`src/rtl/seg_num_display_pkg.sv`:
```
// Shared constants and constant functions for the seven-segment numeric display.
// Glyph codes are active-high (bit6..0 = g..a); polarity is applied at the pins.
package seg_pkg;

  localparam int GLYPH_W = 7;
  typedef logic [GLYPH_W-1:0] glyph_t;

  localparam glyph_t GLYPH_MINUS = 7'h40;
  localparam glyph_t GLYPH_BLANK = 7'h00;

  typedef enum logic [1:0] {
    ST_IDLE   = 2'd0,
    ST_CONV   = 2'd1,
    ST_COMMIT = 2'd2
  } state_t;

  function automatic glyph_t digit_glyph(input logic [3:0] d);
    glyph_t g;
    case (d)
      4'd0:    g = 7'h3F;
      4'd1:    g = 7'h06;
      4'd2:    g = 7'h5B;
      4'd3:    g = 7'h4F;
      4'd4:    g = 7'h66;
      4'd5:    g = 7'h6D;
      4'd6:    g = 7'h7D;
      4'd7:    g = 7'h07;
      4'd8:    g = 7'h7F;
      4'd9:    g = 7'h6F;
      default: g = GLYPH_BLANK;
    endcase
    return g;
  endfunction

  function automatic int clog2(input int n);
    int r;
    r = 0;
    while ((1 << r) < n) r = r + 1;
    return r;
  endfunction

  function automatic logic [63:0] pow10(input int n);
    logic [63:0] r;
    r = 64'd1;
    for (int i = 0; i < n; i++) r = r * 64'd10;
    return r;
  endfunction

endpackage

```
`src/rtl/seg_num_display_if.sv`:
```
// Request/display bus between the calculator core (master) and the display engine (slave).
interface seg_num_display_if #(
  parameter int DIGITS = 4,
  parameter int BIN_W  = 12
);
  logic [BIN_W-1:0]  value;
  logic              is_signed;
  logic              load;
  logic [DIGITS-1:0] dp_mask;
  logic              busy;
  logic              ovf;
  logic [7:0]        seg_d;
  logic [DIGITS-1:0] seg_w;

  modport master (output value, is_signed, load, dp_mask,
                  input  busy, ovf, seg_d, seg_w);
  modport slave  (input  value, is_signed, load, dp_mask,
                  output busy, ovf, seg_d, seg_w);
endinterface

```
`src/rtl/seg_num_display_bin2bcd_seq.sv`:
```
// Iterative double-dabble: the first shift happens on the start edge, so BIN_W edges
// in total; done pulses for one cycle while bcd holds the finished result.
module bin2bcd_seq
  import seg_pkg::*;
#(
  parameter int BIN_W  = 12,
  parameter int DIGITS = 4
) (
  input  logic                  clock,
  input  logic                  rst,
  input  logic                  start,
  input  logic [BIN_W-1:0]      bin,
  output logic                  done,
  output logic [4*DIGITS-1:0]   bcd
);

  localparam int CNT_W = clog2(BIN_W + 1);

  logic [4*DIGITS-1:0] bcd_q;
  logic [4*DIGITS-1:0] adj_s;
  logic [BIN_W-1:0]    sh_q;
  logic [CNT_W-1:0]    cnt_q;
  logic                done_q;

  // Add-3 correction of every nibble that would overflow past 9 after the shift.
  always_comb begin
    adj_s = bcd_q;
    for (int i = 0; i < DIGITS; i++) begin
      if (bcd_q[4*i +: 4] >= 4'd5) begin
        adj_s[4*i +: 4] = bcd_q[4*i +: 4] + 4'd3;
      end else begin
        adj_s[4*i +: 4] = bcd_q[4*i +: 4];
      end
    end
  end

  // Shift register and step counter.
  always_ff @(posedge clock or negedge rst) begin
    if (!rst) begin
      bcd_q  <= '0;
      sh_q   <= '0;
      cnt_q  <= '0;
      done_q <= 1'b0;
    end else begin
      done_q <= 1'b0;
      if (start) begin
        bcd_q <= {{(4*DIGITS-1){1'b0}}, bin[BIN_W-1]};
        sh_q  <= {bin[BIN_W-2:0], 1'b0};
        cnt_q <= CNT_W'(BIN_W - 1);
      end else if (cnt_q != '0) begin
        {bcd_q, sh_q} <= {adj_s, sh_q} << 1;
        cnt_q  <= cnt_q - CNT_W'(1);
        done_q <= (cnt_q == CNT_W'(1));
      end
    end
  end

  assign done = done_q;
  assign bcd  = bcd_q;

endmodule

```
`src/rtl/seg_num_display.sv`:
```
// Numeric display engine: sign/overflow capture, BCD formatting into a glyph register,
// and a multiplexed digit scanner running directly off the system clock.
module seg_num_display
  import seg_pkg::*;
#(
  parameter int DIGITS      = 4,
  parameter int BIN_W       = 12,
  parameter int CLK_HZ      = 50000000,
  parameter int SCAN_HZ     = 2000,
  parameter int SEG_ACT_LOW = 1,
  parameter int DIG_ACT_LOW = 1
) (
  input  logic               clock,
  input  logic               rst,
  seg_num_display_if.slave   bus
);

  localparam int          DIV     = CLK_HZ / SCAN_HZ;
  localparam int          PS_W    = clog2(DIV);
  localparam int          IDX_W   = clog2(DIGITS);
  localparam logic [63:0] LIM_POS = pow10(DIGITS) - 64'd1;
  localparam logic [63:0] LIM_NEG = pow10(DIGITS - 1) - 64'd1;
  localparam logic [7:0]  SEG_OFF = (SEG_ACT_LOW != 0) ? 8'hFF : 8'h00;
  localparam logic [DIGITS-1:0] DIG_OFF = (DIG_ACT_LOW != 0) ? '1 : '0;

  state_t              state_q;
  logic                busy_q, ovf_q, neg_q, ovf_pend_q;
  glyph_t              disp_q [DIGITS];
  glyph_t              fmt_s  [DIGITS];
  logic                accept_s, neg_s, ovf_s, conv_done_s;
  logic [BIN_W-1:0]    mag_s;
  logic [4*DIGITS-1:0] bcd_s;
  int                  msd_s;

  logic [PS_W-1:0]     presc_q, presc_d;
  logic [IDX_W-1:0]    idx_q, idx_d;
  logic [7:0]          seg_d_q, seg_d_d, seg_raw_s;
  logic [DIGITS-1:0]   seg_w_q, seg_w_d, sel_raw_s;

  assign accept_s = bus.load & ~busy_q;

  // Sign and magnitude of the incoming value; overflow is judged here, at load time.
  always_comb begin
    neg_s = bus.is_signed & bus.value[BIN_W-1];
    if (neg_s) begin
      mag_s = ~bus.value + BIN_W'(1);
      ovf_s = 64'(mag_s) > LIM_NEG;
    end else begin
      mag_s = bus.value;
      ovf_s = 64'(mag_s) > LIM_POS;
    end
  end

  bin2bcd_seq #(.BIN_W(BIN_W), .DIGITS(DIGITS)) u_conv (
    .clock (clock),
    .rst   (rst),
    .start (accept_s),
    .bin   (mag_s),
    .done  (conv_done_s),
    .bcd   (bcd_s)
  );

  // Leading-zero blanking; the minus sign sits just left of the top nonzero digit.
  always_comb begin
    msd_s = 0;
    fmt_s = '{default: GLYPH_BLANK};
    for (int i = 0; i < DIGITS; i++) begin
      if (bcd_s[4*i +: 4] != 4'd0) begin
        msd_s = i;
      end else begin
        msd_s = msd_s;
      end
    end
    for (int i = 0; i < DIGITS; i++) begin
      if (ovf_pend_q) begin
        fmt_s[i] = GLYPH_MINUS;
      end else if (i <= msd_s) begin
        fmt_s[i] = digit_glyph(bcd_s[4*i +: 4]);
      end else if (neg_q && (i == msd_s + 1)) begin
        fmt_s[i] = GLYPH_MINUS;
      end else begin
        fmt_s[i] = GLYPH_BLANK;
      end
    end
  end

  // Conversion FSM; the display register only changes in COMMIT.
  always_ff @(posedge clock or negedge rst) begin
    if (!rst) begin
      state_q    <= ST_IDLE;
      busy_q     <= 1'b0;
      ovf_q      <= 1'b0;
      neg_q      <= 1'b0;
      ovf_pend_q <= 1'b0;
      for (int i = 0; i < DIGITS; i++) disp_q[i] <= GLYPH_BLANK;
    end else begin
      case (state_q)
        ST_IDLE: begin
          if (accept_s) begin
            state_q    <= ST_CONV;
            busy_q     <= 1'b1;
            neg_q      <= neg_s;
            ovf_pend_q <= ovf_s;
          end
        end
        ST_CONV: begin
          if (conv_done_s) state_q <= ST_COMMIT;
        end
        ST_COMMIT: begin
          disp_q  <= fmt_s;
          ovf_q   <= ovf_pend_q;
          busy_q  <= 1'b0;
          state_q <= ST_IDLE;
        end
        default: begin
          busy_q  <= 1'b0;
          state_q <= ST_IDLE;
        end
      endcase
    end
  end

  // Prescaler and digit index for the scan.
  always_comb begin
    if (presc_q == PS_W'(DIV - 1)) begin
      presc_d = '0;
      if (idx_q == IDX_W'(DIGITS - 1)) begin
        idx_d = '0;
      end else begin
        idx_d = idx_q + IDX_W'(1);
      end
    end else begin
      presc_d = presc_q + PS_W'(1);
      idx_d   = idx_q;
    end
  end

  // Pin values for the currently selected digit, polarity applied last.
  always_comb begin
    seg_raw_s            = {bus.dp_mask[idx_q], disp_q[idx_q]};
    sel_raw_s            = '0;
    sel_raw_s[idx_q]     = 1'b1;
    if (SEG_ACT_LOW != 0) begin
      seg_d_d = ~seg_raw_s;
    end else begin
      seg_d_d = seg_raw_s;
    end
    if (DIG_ACT_LOW != 0) begin
      seg_w_d = ~sel_raw_s;
    end else begin
      seg_w_d = sel_raw_s;
    end
  end

  // Scanner registers; segment and digit pins update on the same edge.
  always_ff @(posedge clock or negedge rst) begin
    if (!rst) begin
      presc_q <= '0;
      idx_q   <= '0;
      seg_d_q <= SEG_OFF;
      seg_w_q <= DIG_OFF;
    end else begin
      presc_q <= presc_d;
      idx_q   <= idx_d;
      seg_d_q <= seg_d_d;
      seg_w_q <= seg_w_d;
    end
  end

  assign bus.busy  = busy_q;
  assign bus.ovf   = ovf_q;
  assign bus.seg_d = seg_d_q;
  assign bus.seg_w = seg_w_q;

endmodule

```
`src/flat_wrapper.sv`:
```
// flat-port wrapper written by rule: the top's interface ports become plain ports
module seg_num_display_flat import seg_pkg::*;
#(
  parameter int DIGITS      = 4,
  parameter int BIN_W       = 12,
  parameter int CLK_HZ      = 50000000,
  parameter int SCAN_HZ     = 2000,
  parameter int SEG_ACT_LOW = 1,
  parameter int DIG_ACT_LOW = 1
)
  (clock, rst, bus_value, bus_is_signed, bus_load, bus_dp_mask, bus_busy, bus_ovf, bus_seg_d, bus_seg_w);
  seg_num_display_if #(.DIGITS(DIGITS), .BIN_W(BIN_W)) bus_i ();
  input  logic clock;
  input  logic rst;
  input wire logic [$bits(bus_i.value)-1:0] bus_value;
  input wire logic [$bits(bus_i.is_signed)-1:0] bus_is_signed;
  input wire logic [$bits(bus_i.load)-1:0] bus_load;
  input wire logic [$bits(bus_i.dp_mask)-1:0] bus_dp_mask;
  output wire logic [$bits(bus_i.busy)-1:0] bus_busy;
  output wire logic [$bits(bus_i.ovf)-1:0] bus_ovf;
  output wire logic [$bits(bus_i.seg_d)-1:0] bus_seg_d;
  output wire logic [$bits(bus_i.seg_w)-1:0] bus_seg_w;
  assign bus_i.value = bus_value;
  assign bus_i.is_signed = bus_is_signed;
  assign bus_i.load = bus_load;
  assign bus_i.dp_mask = bus_dp_mask;
  assign bus_busy = bus_i.busy;
  assign bus_ovf = bus_i.ovf;
  assign bus_seg_d = bus_i.seg_d;
  assign bus_seg_w = bus_i.seg_w;
  seg_num_display #(.DIGITS(DIGITS), .BIN_W(BIN_W), .CLK_HZ(CLK_HZ), .SCAN_HZ(SCAN_HZ), .SEG_ACT_LOW(SEG_ACT_LOW), .DIG_ACT_LOW(DIG_ACT_LOW)) u_core (.clock(clock), .rst(rst), .bus(bus_i));
endmodule
```
`config.mk`:
```
export PLATFORM = sky130hd
export DESIGN_NAME = seg_num_display_flat
export DESIGN_NICKNAME = d
export VERILOG_FILES = /design/src/rtl/seg_num_display_pkg.sv /design/src/rtl/seg_num_display_if.sv /design/src/rtl/seg_num_display_bin2bcd_seq.sv /design/src/rtl/seg_num_display.sv /design/src/flat_wrapper.sv
export SDC_FILE = /design/constraint.sdc
export NUM_CORES = 1
export LEC_CHECK = 0
export BUFFER_PORTS_ARGS = -buffer_cell sky130_fd_sc_hd__buf_2
export CORE_MARGIN = 4
export CORE_UTILIZATION = 40
export DETAILED_ROUTE_END_ITERATION = 6
export GPL_TIMING_DRIVEN = 0
export SLEW_MARGIN = 40
export SYNTH_ARGS = -nofsm -noshare
export SYNTH_HDL_FRONTEND = slang
export SYNTH_SLANG_ARGS = --single-unit
export TNS_END_PERCENT = 5
```
`constraint.sdc`:
```
create_clock -name clock -period 4.9 [get_ports clock]
set_input_delay 0 -clock clock [delete_from_list [all_inputs] [get_ports clock]]
set_output_delay 0 -clock clock [all_outputs]
set_load 0.02 [all_outputs]
```
=== Word level (Yosys, flattened, before mapping) ===
Memories as Yosys holds them, arrays and structs flattened.
Cells that the tools add are included.

* Register bits after elaboration: 96
* Memory bits (read-only): 448
* Input bits: 20
* Logic and storage cells: 118
* Memories kept: 4

{| class="wikitable"
|+ Memory list
! name !! words !! bits a word !! rd ports !! clocked after Yosys merged registers in !! write ports !! line !! source
|-
| (name not given) || 16 || 7 || 1 || 0 || 0 || seg_num_display_pkg.sv:19 || <nowiki>case (d)</nowiki>
|-
| (name not given) || 16 || 7 || 1 || 0 || 0 || seg_num_display_pkg.sv:19 ||
|-
| (name not given) || 16 || 7 || 1 || 0 || 0 || seg_num_display_pkg.sv:19 ||
|-
| (name not given) || 16 || 7 || 1 || 0 || 0 || seg_num_display_pkg.sv:19 ||
|}

* Add/subtract/negate cells: 9
* Magnitude comparators: 12
* Equal/unequal tests: 10
* Mux-type cells: 43
* Bitwise gates (word level): 8
* Reduce and logical (&&, ||, !) cells: 15

{| class="wikitable"
|+ Operators with widths
! cell !! count
|-
| 7-bit 2-to-1 mux || 14
|-
| 3-bit by 32-bit == test with 1-bit output (first input constant) || 2
|-
| 3-bit by 32-bit <= comparator with 1-bit output (first input constant) || 2
|-
| 32-bit 2-to-1 mux || 2
|-
| 12-bit 2-to-1 mux || 3
|-
| 32-bit by 2-bit adder with 32-bit output (second input constant) || 1
|-
| 2-bit by 32-bit == test with 1-bit output (first input constant) || 1
|-
| 1-bit by 32-bit <= comparator with 1-bit output (first input constant) || 1
|-
| 2-bit by 32-bit <= comparator with 1-bit output (first input constant) || 1
|-
| 32-bit zero test || 1
|-
| 16-bit 2-to-1 mux || 2
|-
| 4-bit 2-to-1 mux || 5
|-
| 4-bit by 3-bit greater-or-equal comparator with 1-bit output (second input constant) || 4
|-
| 4-bit nonzero test || 4
|-
| 15-bit by 1-bit adder with 15-bit output (second input constant) || 1
|-
| 15-bit == test (second input constant) || 1
|-
| 15-bit 2-to-1 mux || 1
|-
| 7-bit binary-select mux with 2-bit select || 1
|-
| 12-bit by 1-bit adder with 12-bit output (second input constant) || 1
|-
| 4-bit by 2-bit adder with 4-bit output (second input constant) || 3
|-
| 12-bit by 10-bit greater-than comparator with 1-bit output (second input constant) || 1
|-
| 12-bit inverter || 1
|-
| 8-bit inverter || 1
|-
| 1-bit 2-to-1 mux || 7
|-
| other kinds (25) || 36
|}

=== Longest topological paths before layout ===
Gate-level depths: netlist (run 1).

* Depth after elaboration: 10
* Gate-level depth with buffers: 7
* Gate-level depth less buffers: 7

=== Cells and area by module ===
Synthesis (run 1) repeated with hierarchy kept, for this count alone.

* Cells, all modules: 568
* Area, all modules: 5502.8 µm²

{| class="wikitable"
|+ Modules (own cells, without submodules)
! module !! times used !! cells an instance !! area each (µm²) !! sequential area each (µm²)
|-
| seg_num_display || 1 || 384 || 3717.3 || 1591.5
|-
| bin2bcd_seq || 1 || 184 || 1785.5 || 800.8
|}

=== Least setup slack after synthesis (run 1) ===
No wires, ideal clock.

* Kind: flip-flop to flip-flop
* Start: reg u_core.u_conv.bcd_q[13] (netlist: u_core.u_conv.bcd[13])
* End: reg u_core.disp_q[20] (netlist name)
* Setup time: 0.132 ns
* Arrival: 1.727 ns
* Data required time: 4.768 ns
* Slack: 3.041 ns
* Cell stages (with the launch flop): 7
* Path buffers: 0
* Period minus slack after synthesis: 1.859 ns
* Cell sequence: dfrtp_1 inv_1 ha_1 nand4_1 or4_1 a21oi_1 o21ai_1

* Cells in the longest elaborated chain, start to end: 8
* Elaborated cells on any way between the ends: 9

{| class="wikitable"
|+ RTL lines
! item !! line !! source
|-
| start: declaration || seg_num_display_bin2bcd_seq.sv:19 || <nowiki>logic [4*DIGITS-1:0] bcd_q;</nowiki>
|-
| start signal: assignment || seg_num_display_bin2bcd_seq.sv:47 || <nowiki>bcd_q <= {{(4*DIGITS-1){1'b0}}, bin[BIN_W-1]};</nowiki>
|-
| start signal: assignment || seg_num_display_bin2bcd_seq.sv:51 || <nowiki>{bcd_q, sh_q} <= {adj_s, sh_q} << 1;</nowiki>
|-
| 4-bit nonzero test * || seg_num_display.sv:68 || <nowiki>if (bcd_s[4*i +: 4] != 4'd0) begin</nowiki>
|-
| 32-bit 2-to-1 mux * || seg_num_display.sv:68 ||
|-
| 32-bit by 2-bit adder with 32-bit output || seg_num_display.sv:79 || <nowiki>end else if (neg_q && (i == msd_s + 1)) begin</nowiki>
|-
| 2-bit by 32-bit == test with 1-bit output || seg_num_display.sv:79 ||
|-
| 1-bit logical AND || seg_num_display.sv:79 ||
|-
| 7-bit 2-to-1 mux || seg_num_display.sv:79 ||
|-
| 7-bit 2-to-1 mux * || seg_num_display.sv:77 || <nowiki>end else if (i <= msd_s) begin</nowiki>
|-
| 7-bit 2-to-1 mux * || seg_num_display.sv:75 || <nowiki>if (ovf_pend_q) begin</nowiki>
|-
| end signal: assignment || seg_num_display.sv:110 || <nowiki>disp_q <= fmt_s;</nowiki>
|-
| end: declaration || seg_num_display.sv:28 || <nowiki>glyph_t disp_q [DIGITS];</nowiki>
|}

Every way passes the cells marked *; elsewhere a longest branch is shown, timed or not.
A chain may end at the register's enable or synchronous reset.

=== Worst setup path in the final report (run 1) ===
* Start: reg u_core.u_conv.bcd_q[13] (netlist: u_core.u_conv.bcd[13])
* End: reg u_core.disp_q[15] (netlist name)

* Cells in the longest elaborated chain, start to end: 5

{| class="wikitable"
|+ RTL lines
! item !! line
|-
| 4-bit nonzero test || seg_num_display.sv:68
|-
| 32-bit 2-to-1 mux || seg_num_display.sv:68
|-
| 2-bit by 32-bit <= comparator with 1-bit output || seg_num_display.sv:77
|-
| 7-bit 2-to-1 mux || seg_num_display.sv:77
|-
| 7-bit 2-to-1 mux || seg_num_display.sv:75
|}

No other way between the ends.

==> impl_metrics.csv, run 1 <==
group,metric,value,unit
floorplanning,die_h,124,um
finish,antenna_cells,0,
detailed_routing,via_count,4091,
logic_synthesis,synth_edf_count,0,
worst_setup_path,crit_buf_inv,1,
detailed_routing,route.detailed.drc,0,
job,cap_violations,0,
floorplanning,io_pins,34,
floorplanning,core,13200,um^2
timing,min_period_over_period,0.461,
logic_synthesis,post-synth-top-area-cell,"dfrtp_1",
clock_tree,cts_root_buf,"clkbuf_16",
pwr,p_switching,1.04,mW
worst_setup_path,critPathMaxFanout,9,
pwr,power_frac_comb,0.380,
run_status,status,"complete, no violations",
placement,place_congestion,0.866,
clock_tree,cts_buffer_depth,2,
logic_synthesis,ys_warn_count,0,
worst_setup_path,path_delay_family,"compound AO/OA/AOI/OAI gates",
detailed_routing,drt-total-wl,11400,um
grt,grt_pass1_vias,4113,
logic_synthesis,synthTopCellsByArea,"dfrtp_1, ha_1, dfstp_2",
worst_setup_path,slowest_stage,"o311ai_2",
detailed_routing,drtPass1Iterations,5,
clock_tree,cts_tree,"built",
timing,final.setup_skew,0.00960,ns
worst_setup_path,worstSetupPathType,"reg2reg",
placement,dp_hpwl,8510,um
finish,drive_above_1_share,0.125,
floorplanning,die-area,15400,um^2
clock_tree,cts_setup_buffers,0,
pwr,p_per_area,441,nW/um^2
logic_synthesis,yosysMostFrequentCell,"dfrtp_1",
worst_setup_path,r2r_cells,6,
detailed_routing,ant_nets,0,
worst_setup_path,regToRegEndpoint,"u_core.disp_q[15]",
worst_setup_path,worstPathCellList,"inv_1 > ha_1 > nand4_1 > o311ai_2 > a21oi_1 > a21o_1",
timing,holdWs,0.0361,ns
clock_tree,insertion_delay,0.34,ns
timing,hold_viol,0,
pwr,sw_frac_of_total,0.384,
finish,fin_nets,685,
detailed_routing,viasPerCell,5.06,
pwr,leakage,2.78,nW
timing,drv_slew,0,
floorplanning,rows,42,
min_path,whs_path_depth,4,
worst_setup_path,path_depth,6,
logic_synthesis,ys_seq_area_frac,0.444,
clock_tree,cts_buffers,9,
grt,grt_max_degree,51,
logic_synthesis,yosysTopAreaCellShare,0.386,
logic_synthesis,synth_cells,577,
timing,tns,0,ns
finish,syn_to_final_growth,14.0,%
logic_synthesis,synth_ff_type,"dfrtp_1",
logic_synthesis,synth_seq_cells,95,
timing,slew_headroom,0.551,
floorplanning,die_x,124,um
placement,portBuffers,33,
pwr,clkPwrFrac,0.235,
timing,max_slew.worst_pin.slew,0.668,ns
clock_tree,htreeDepth,3,
min_path,hp-start,"bus_value[9]",
logic_synthesis,async_reset_ff_frac,1.00,
timing,rsz0062_at_grt,"false",
worst_setup_path,crit_arrival,2.48,ns
logic_synthesis,syn-cell-area,5380,um^2
worst_setup_path,slowest_delay,0.56,ns
worst_setup_path,r2r_start,"u_core.u_conv.bcd[13]",
pwr,max-vdd-ir-drop,0.000204,V
timing,finalSetupViolCount,0,
detailed_routing,drt_iter0_drc,247,
clock_tree,postCtsHoldBufs,6,
timing,fmax,0.443,GHz
detailed_routing,wl_per_cell,14.1,um
placement,place_ws,2.67,ns
grt,grt.total_usage,0.161,
pwr,seqPwrFrac,0.385,
grt,grt_pass1_wl,19800,um
worst_setup_path,rrSetupSlack,2.64,ns
grt,grt.overflow.total,0,
logic_synthesis,synthesis.nets,634,
pwr,p_int,1.67,mW
min_path,whs_endpoint,"u_core.u_conv.sh_q[10]",
worst_setup_path,endpoint_kind,"flop",
timing,min_period,2.26,ns
finish,fin_util,0.465,
floorplanning,start_util,0.408,
logic_synthesis,synth.distinct_cells,54,
min_path,hp-class,"in2reg",
logic_synthesis,synth.avg_cell_area,9.33,um^2
clock_tree,cts_resized,0,
worst_setup_path,crit_path_start_kind,"flop",
grt,antenna_found_initial,0,
clock_tree,clock_sinks,95,
timing,fin_ws,2.64,ns
worst_setup_path,crit_required,5.12,ns
logic_synthesis,synth_commonest_cells,"dfrtp_1, nand2_1, nor2_1, a21oi_1",
clock_tree,path_clk_slew,0.06,ns
## through the flow
stage / power (mW) / instance area [um^2] / instances
6_report: 2.71 / 6130 / 809
5_1_grt: 2.94 / 6130 / 809
4_1_cts: 2.72 / 6130 / 809
3_5_place_dp: 2.07 / 5810 / 787
3_3_place_gp: 2.04 / 5770 / 786
2_1_floorplan: 1.80 / 5380 / 577
## logic make-up after synthesis
| family | Yosys count | share of synthesized area |
|---|---|---|
| muxes | 15 | 0.0470 |
| and+or+nand+nor | 201 | 0.182 |
| xor gates and xnor gates | 31 | 0.0504 |
| buffers and inverters | 64 | 0.0451 |
| AOI/OAI and AO/OA | 134 | 0.145 |
| DFF | 95 | 0.444 |
| adders and majority gates | 37 | 0.0860 |
## worst max path at each step
stage | startpoint | endpoint | slack (ns)
after floorplan | u_core.u_conv.bcd[13] | u_core.disp_q[20] | 3.04
after global placement | u_core.u_conv.bcd[13] | u_core.disp_q[15] | 2.69
after detailed placement | u_core.u_conv.bcd[13] | u_core.disp_q[15] | 2.67
after CTS | u_core.u_conv.bcd[13] | u_core.disp_q[15] | 2.66
after global routing | u_core.u_conv.bcd[13] | u_core.disp_q[15] | 2.47
final | u_core.u_conv.bcd[13] | u_core.disp_q[15] | 2.64
## layer usage
layer,track usage,routed length [um],share of wire
met5,0,0,0
met4,0.0356,82,0.0072
met1,0.218,5600,0.49
met2,0.270,5350,0.47
met3,0.0282,395,0.035
## layout make-up
cell class / instances / area (um^2)
multi-input cells: 418 / 2750
plain buffers: 26 / 100
clock inverters: 4 / 22.5
clock buffers: 12 / 246
flip-flops and latches: 95 / 2390
repair buffers: 40 / 263
fillers: 1295 / 7060
well taps: 176 / 220
inverters: 38 / 143
## worst reg2reg max path, cell delays in order (launching register included)
cell,delay (ns)
dfrtp_1,0.46
inv_1,0.20
ha_1,0.23
nand4_1,0.35
o311ai_2,0.57
a21oi_1,0.15
a21o_1,0.19
## power by group through the flow
| stage | clock, mW | combinational [mW] | sequential [mW] |
|---|---|---|---|
| finish | 0.635 | 1.03 | 1.04 |
| global route | 0.686 | 1.19 | 1.06 |
| CTS | 0.654 | 1.03 | 1.04 |
| detailed placement | 0 | 1.01 | 1.06 |
| global placement | 0 | 0.994 | 1.05 |
| floorplan | 0 | 0.768 | 1.03 |
## cells in the final DEF (no fill, tap or decap), types with 11 or more instances in the layout
master    instances
nor2_1           51
o21ai_0          14
xor2_1           17
nand2_1          72
ha_1             37
inv_1            37
buf_2            34
a21oi_1          49
o21ai_1          29
a211oi_1         11
clkbuf_1         25
xnor2_1          14
nand3_1          19
dfrtp_1          83
dfstp_2          12
## flip-flops by register name, indices dropped and copies added (netlist names)
register and cells:
u_core.u_conv.done 1, u_core.bus.busy 1, u_core.neg_q 1, u_core.u_conv.bcd 16
u_core.ovf_pend_q 1, u_core.bus.seg_d 8, u_core.presc_q 15, u_core.disp_q 28
u_core.idx_q 2, u_core.bus.ovf 1, u_core.bus.seg_w 4, u_core.state_q 2
u_core.u_conv.cnt_q 4, u_core.u_conv.sh_q 11
No activity file was read; power rests on OpenSTA's default activity.
==> run 2, diff against run 1 <==
clock period = 2.1 ns   (was 4.9 ns; I/O delays follow)
==> run 2 against run 1 <==
Against the previous run: sequential cell count stayed put; count of clock-buffer cells in the layout stayed put; total power is 140% higher; sequential power is 130% higher; die area stayed put; register-to-register slack worse by 2.5 ns; non-clock buffer count is 2 higher; clock power is 130% higher.
==> impl_metrics.csv, run 2 (same netlist as run 1, synthesis figures left out) <==
group,metric,value,unit
detailed_routing,drtPass1Iterations,4,
min_path,hp-class,"in2reg",
detailed_routing,route.detailed.drc,0,
worst_setup_path,crit_path_start_kind,"input pin",
floorplanning,die-area,15400,um^2
worst_setup_path,critPathMaxFanout,6,
timing,fmax,0.500,GHz
worst_setup_path,worstSetupPathType,"in2reg",
finish,final_cell_mix,"dfrtp_1, nand2_1, nor2_1, a21oi_1, ha_1",
finish,largest-register,"u_core.disp_q",
timing,hold_viol,0,
detailed_routing,dr_wl_met3,415,um
pwr,p_int,4.00,mW
grt,grt.total_usage,0.161,
job,cap_violations,0,
floorplanning,io_pins,34,
timing,min_period_over_period,0.953,
pwr,leakage,2.80,nW
grt,grt_max_degree,51,
grt,grt.overflow.total,0,
finish,syn_to_final_growth,14.7,%
clock_tree,cts_root_buf,"clkbuf_16",
finish,largest_register_ffs,28,
pwr,sw_frac_of_total,0.382,
timing,fin_ws,0.0984,ns
floorplanning,core,13200,um^2
detailed_routing,met1_length,5590,um
floorplanning,die_h,124,um
timing,max_slew.worst_pin.slew,0.675,ns
pwr,p_switching,2.47,mW
grt,grt_pass1_vias,4124,
clock_tree,cts_buffers,9,
detailed_routing,route.met2.wl,5380,um
clock_tree,clock_sinks,95,
worst_setup_path,worstPathCellList,"dlygate4sd3_1 > buf_2 > inv_1 > ha_1 > nor3b_4 > nand4b_1 > or4b_1 > a31oi_1 > a21oi_1",
pwr,seqPwrFrac,0.377,
grt,antenna_found_initial,0,
clock_tree,cts_buffer_depth,2,
detailed_routing,drt_iter0_drc,240,
grt,grt_pass1_wl,19800,um
placement,portBuffers,33,
pwr,p_per_area,1050,nW/um^2
detailed_routing,ant_nets,0,
worst_setup_path,slowest_delay,0.54,ns
finish,fin_nets,687,
placement,place_congestion,0.866,
pwr,finalPower,6.47,mW
placement,dp_hpwl,8510,um
finish,mostFrequentLayoutCell,"dfrtp_1",
placement,place_ws,-0.132,ns
clock_tree,path_clk_slew,0.06,ns
timing,slew_headroom,0.546,
timing,drv_slew,0,
finish,antenna_cells,0,
pwr,clkPwrFrac,0.229,
pwr,power_frac_comb,0.393,
clock_tree,htreeDepth,3,
finish,drive_above_1_share,0.140,
run_status,status,"complete, no violations",
timing,min_period,2.00,ns
clock_tree,cts_tree,"built",
detailed_routing,drt-total-wl,11500,um
detailed_routing,maxUsedRoutingLayer,"met4",
floorplanning,die_x,124,um
timing,final.setup_skew,0.00862,ns
worst_setup_path,rrSetupSlack,0.16,ns
worst_setup_path,r2r_cells,6,
detailed_routing,wl_per_cell,14.1,um
worst_setup_path,slowest_stage,"dlygate4sd3_1",
clock_tree,insertion_delay,0.34,ns
detailed_routing,via_count,4075,
detailed_routing,viasPerCell,5.02,
min_path,whs_path_depth,3,
timing,rsz0062_at_grt,"true",
floorplanning,rows,42,
worst_setup_path,crit_required,2.32,ns
timing,finalSetupViolCount,0,
floorplanning,start_util,0.408,
worst_setup_path,crit_arrival,2.22,ns
pwr,max-vdd-ir-drop,0.000475,V
worst_setup_path,endpoint_kind,"flop",
[run 2: cell types whose count changed in the layout (fill, tap and decap cells not counted), moves of 2 or more]
cell,before,now
inv_2,1,4
buf_4,0,2
clkbuf_2,0,2
inv_1,37,34
clkbuf_1,25,23
[run 2: final cells by class]
class / count / area [um^2]
fillers: 1290 / 7010
multi-input cells: 418 / 2770
flip-flops and latches: 95 / 2390
repair buffers: 42 / 278
clock buffers: 12 / 246
well taps: 176 / 220
inverters: 38 / 143
plain buffers: 26 / 103
clock inverters: 4 / 22.5
[run 2: power groups by stage]
stage	Combinational [mW]	Sequential, mW	Clock, mW
2_1_floorplan	1.79	2.40	0
3_3_place_gp	2.32	2.45	0
3_5_place_dp	2.36	2.46	0
4_1_cts	2.51	2.43	1.53
5_1_grt	2.92	2.49	1.60
6_report	2.54	2.44	1.48
[run 2: repair_timing]
| action | in CTS | in global routing |
|---|---|---|
| setup endpoints to repair | 3 | 22 |
| gates resized for setup | 2 | 9 |
| hold buffers | 6 | 0 |
| pin swaps | 1 | 0 |
| buffers inserted | 2 | 0 |
| endpoints found under the hold margin | 87 | 0 |
[run 2: stage by stage]
stage | instance area (um^2) | hold WS (ns) | util | std cells | setup TNS [ns]
after detailed placement | 5810 | -0.0676 | 0.440 | 787 | -0.225
after global routing | 6180 | 0.0601 | 0.468 | 811 | -0.136
after CTS | 6160 | 0.0185 | 0.467 | 811 | 0
after global placement | 5770 | 0.276 | 0.437 | 786 | -0.193
final | 6180 | 0.0363 | 0.468 | 811 | 0
after floorplan | 5380 | -0.296 | - | 577 | 0
[run 2: critical path, delay by kind of cell]
family / cells / cell delay [ns]
compound gates: 2 / 0.22
fa+ha+maj: 1 / 0.23
buf+inv: 3 / 0.76
simple gates: 3 / 1.01
[run 2: per-layer routing]
metal	up-vias	global-route usage
li1	2082	-
met1	1916	0.216
met2	69	0.271
met3	8	0.0282
met4	0	0.0356
met5	-	0
[run 2: path summary, 6_finish.rpt]
check	startpoint	to
worst max register to register	u_core.presc_q[11]	u_core.idx_q[1]
worst max-delay path	bus_value[0]	u_core.ovf_pend_q
worst min-delay path	bus_value[7]	u_core.u_conv.sh_q[8]
min in group asynchronous	rst	u_core.disp_q[23]
max in group asynchronous	rst	u_core.bus.seg_w[1]
worst min register to register	u_core.disp_q[9]	u_core.disp_q[9]
==> run 3, diff against run 2 <==
SYNTH_HIERARCHICAL = 1   (was not set)
==> run 3 against run 2 <==
Against the previous run: cell count fell by 0.86%; non-clock buffer count up 1; combinational power increased by 3%; die area grew 2.1%; first-iteration DRC count grew 24%; register-to-register slack worse by 0.11 ns; total power up 2.4%; synthesized cell count shrank 1.6%; largest power group unchanged.
==> impl_metrics.csv, run 3 <==
group,metric,value,unit
run_status,status,"complete, no violations",
timing,rsz0062_at_grt,"true",
timing,final.setup_skew,0.0100,ns
logic_synthesis,synth_commonest_cells,"dfrtp_1, nand2_1, inv_1, ha_1, o21ai_0",
worst_setup_path,worstPathCellList,"inv_4 > ha_4 > or3b_4 > or3_4 > buf_6 > nand2b_4 > o211ai_4 > o21ai_1",
finish,largest-register,"u_core/disp_q",
logic_synthesis,ys_warn_count,6,
timing,slew_headroom,0.529,
timing,min_period,2.05,ns
pwr,p_int,4.16,mW
worst_setup_path,crit_path_start_kind,"flop",
min_path,whs_path_depth,4,
floorplanning,core,13300,um^2
grt,grt.overflow.total,0,
pwr,power_frac_comb,0.394,
grt,grt_max_degree,56,
logic_synthesis,synth.avg_cell_area,9.69,um^2
finish,antenna_cells,0,
placement,place_congestion,0.845,
clock_tree,cts_tree,"built",
detailed_routing,drt_iter0_drc,297,
clock_tree,clock_sinks,95,
pwr,seqPwrFrac,0.378,
detailed_routing,drtPass1Iterations,5,
logic_synthesis,yosysTopAreaCellShare,0.377,
finish,final_cell_mix,"dfrtp_1, nand2_1, inv_1, o21ai_0, ha_1",
pwr,leakage,2.87,nW
logic_synthesis,synth.distinct_cells,58,
clock_tree,cts_buffers,9,
detailed_routing,via_count,4220,
logic_synthesis,synthTopCellsByArea,"dfrtp_1, ha_1, dfstp_2",
floorplanning,start_util,0.412,
worst_setup_path,slowest_stage,"dfrtp_2",
worst_setup_path,slowest_delay,0.43,ns
floorplanning,die_h,125,um
finish,drive_above_1_share,0.167,
logic_synthesis,synth_seq_cells,95,
clock_tree,insertion_delay,0.35,ns
floorplanning,io_pins,34,
min_path,hp-class,"in2reg",
grt,grt.total_usage,0.160,
logic_synthesis,synth_cells,568,
worst_setup_path,worstSetupPathType,"reg2reg",
timing,drv_slew,0,
floorplanning,die-area,15700,um^2
grt,grt_pass1_wl,20600,um
timing,min_period_over_period,0.977,
timing,holdWs,0.0189,ns
logic_synthesis,yosysMostFrequentCell,"dfrtp_1",
clock_tree,cts_buffer_depth,2,
grt,grt_pass1_vias,4170,
detailed_routing,ant_nets,0,
detailed_routing,drt-total-wl,12100,um
timing,hold_viol,0,
timing,finalSetupViolCount,0,
pwr,clkPwrFrac,0.228,
clock_tree,cts_root_buf,"clkbuf_16",
logic_synthesis,post-synth-top-area-cell,"dfrtp_1",
worst_setup_path,crit_path_start,"u_core/u_conv/bcd[8]",
worst_setup_path,endpoint_kind,"flop",
logic_synthesis,async_reset_ff_frac,1.00,
detailed_routing,wl_per_cell,15.0,um
pwr,p_per_area,1050,nW/um^2
worst_setup_path,critPathMaxFanout,5,
logic_synthesis,syn-cell-area,5500,um^2
worst_setup_path,crit_required,2.33,ns
worst_setup_path,crit_arrival,2.28,ns
detailed_routing,viasPerCell,5.25,
placement,portBuffers,32,
logic_synthesis,ys_seq_area_frac,0.435,
finish,syn_to_final_growth,15.0,%
job,cap_violations,0,
logic_synthesis,synthesis.nets,629,
clock_tree,htreeDepth,3,
timing,fmax,0.487,GHz
floorplanning,rows,42,
finish,mostFrequentLayoutCell,"dfrtp_1",
worst_setup_path,r2r_cells,8,
finish,fin_nets,684,
timing,max_slew.worst_pin.slew,0.706,ns
pwr,sw_frac_of_total,0.371,
finish,fin_util,0.474,
floorplanning,die_x,125,um
worst_setup_path,r2r_start,"u_core/u_conv/bcd[8]",
clock_tree,path_clk_slew,0.06,ns
pwr,finalPower,6.62,mW
finish,largest_register_ffs,28,
pwr,max-vdd-ir-drop,0.000522,V
pwr,p_switching,2.46,mW
grt,antenna_found_initial,0,
placement,dp_hpwl,8760,um
logic_synthesis,synth_ff_type,"dfrtp_1",
logic_synthesis,synth_edf_count,0,
min_path,hp-start,"bus_value[10]",
detailed_routing,route.detailed.drc,0,
run 3: changes by cell type in the layout (fill, tap and decap cells not counted), sizes merged, moves of 9 or more:
| cell | change |
|---|---|
| nand2 | -19 |
| a21oi | -15 |
| nor2 | -14 |
| inv | +11 |
| a31oi | -9 |
| nor3 | +9 |
run 3: metrics by stage:
step / setup WS (ns) / instances / instance area (um^2) / setup TNS, ns
finish: 0.0481 / 804 / 6330 / 0
global route: -0.0175 / 804 / 6330 / -0.0709
CTS: 0.0340 / 804 / 6320 / 0
detailed placement: -0.204 / 777 / 5920 / -1.43
global placement: -0.153 / 776 / 5880 / -1.02
floorplan: 0.0259 / 568 / 5500 / 0
run 3: worst max-delay path: cells and delay by family (launching register included):
family,cells,cell delay [ns]
AO/OA/AOI/OAI,2,0.31
adder cells (fa/ha/maj),1,0.13
buffers and inverters,2,0.21
flip-flops,1,0.43
AND/OR/NAND/NOR,3,0.85
run 3: repair_timing:
action | 4_1_cts | 5_1_grt
gates resized for setup | 9 | 6
hold buffers | 7 | 0
endpoints found under the hold margin | 98 | 0
buffers inserted | 4 | 0
setup endpoints to repair | 12 | 16
pin swaps | 8 | 2
run 3: cells by family (layout without fill, tap and decap cells):
family	count (synthesis)	after routing	synth area share
adders and majority gates	41	41	0.0932
muxes	23	23	0.0607
DFF	95	95	0.435
AOI/OAI and AO/OA	124	124	0.139
and+or+nand+nor	185	185	0.175
buffers and inverters	74	134	0.0555
xor gates and xnor gates	26	26	0.0414
run 3: path summary, 6_finish.rpt:
path                       slack (ns)                     end
setup / recovery                 0.05       u_core/disp_q[15]
hold / removal                   0.02  u_core/u_conv/sh_q[11]
setup reg to reg                 0.05       u_core/disp_q[15]
hold reg to reg                  0.47       u_core/presc_q[0]
max in group asynchronous        1.38    u_core/u_conv/bcd[8]
min in group asynchronous        0.12       u_core/presc_q[4]
run 3: area by class of cell:
| type | instances | area [um^2] |
|---|---|---|
| multi-input cells | 399 | 2830 |
| fillers | 1270 | 7020 |
| plain buffers | 25 | 129 |
| inverters | 49 | 186 |
| clock buffers | 12 | 246 |
| repair buffers | 44 | 298 |
| well taps | 176 | 220 |
| clock inverters | 4 | 22.5 |
| flip-flops and latches | 95 | 2400 |
run 3: power groups by stage:
stage          Combinational, mW  Clock, mW  Sequential [mW]
4_1_cts                     2.54       1.56             2.50
3_5_place_dp                2.34          0             2.55
2_1_floorplan               1.80          0             2.46
5_1_grt                     2.96       1.64             2.57
3_3_place_gp                2.28          0             2.53
6_report                    2.61       1.51             2.50
run 3: routing by layer:
metal	track usage	vias up	wire (um)
met3	0.0422	10	336
li1	-	2080	-
met1	0.215	2061	5670
met4	0.0510	0	211
met2	0.253	69	5860
met5	0	-	0
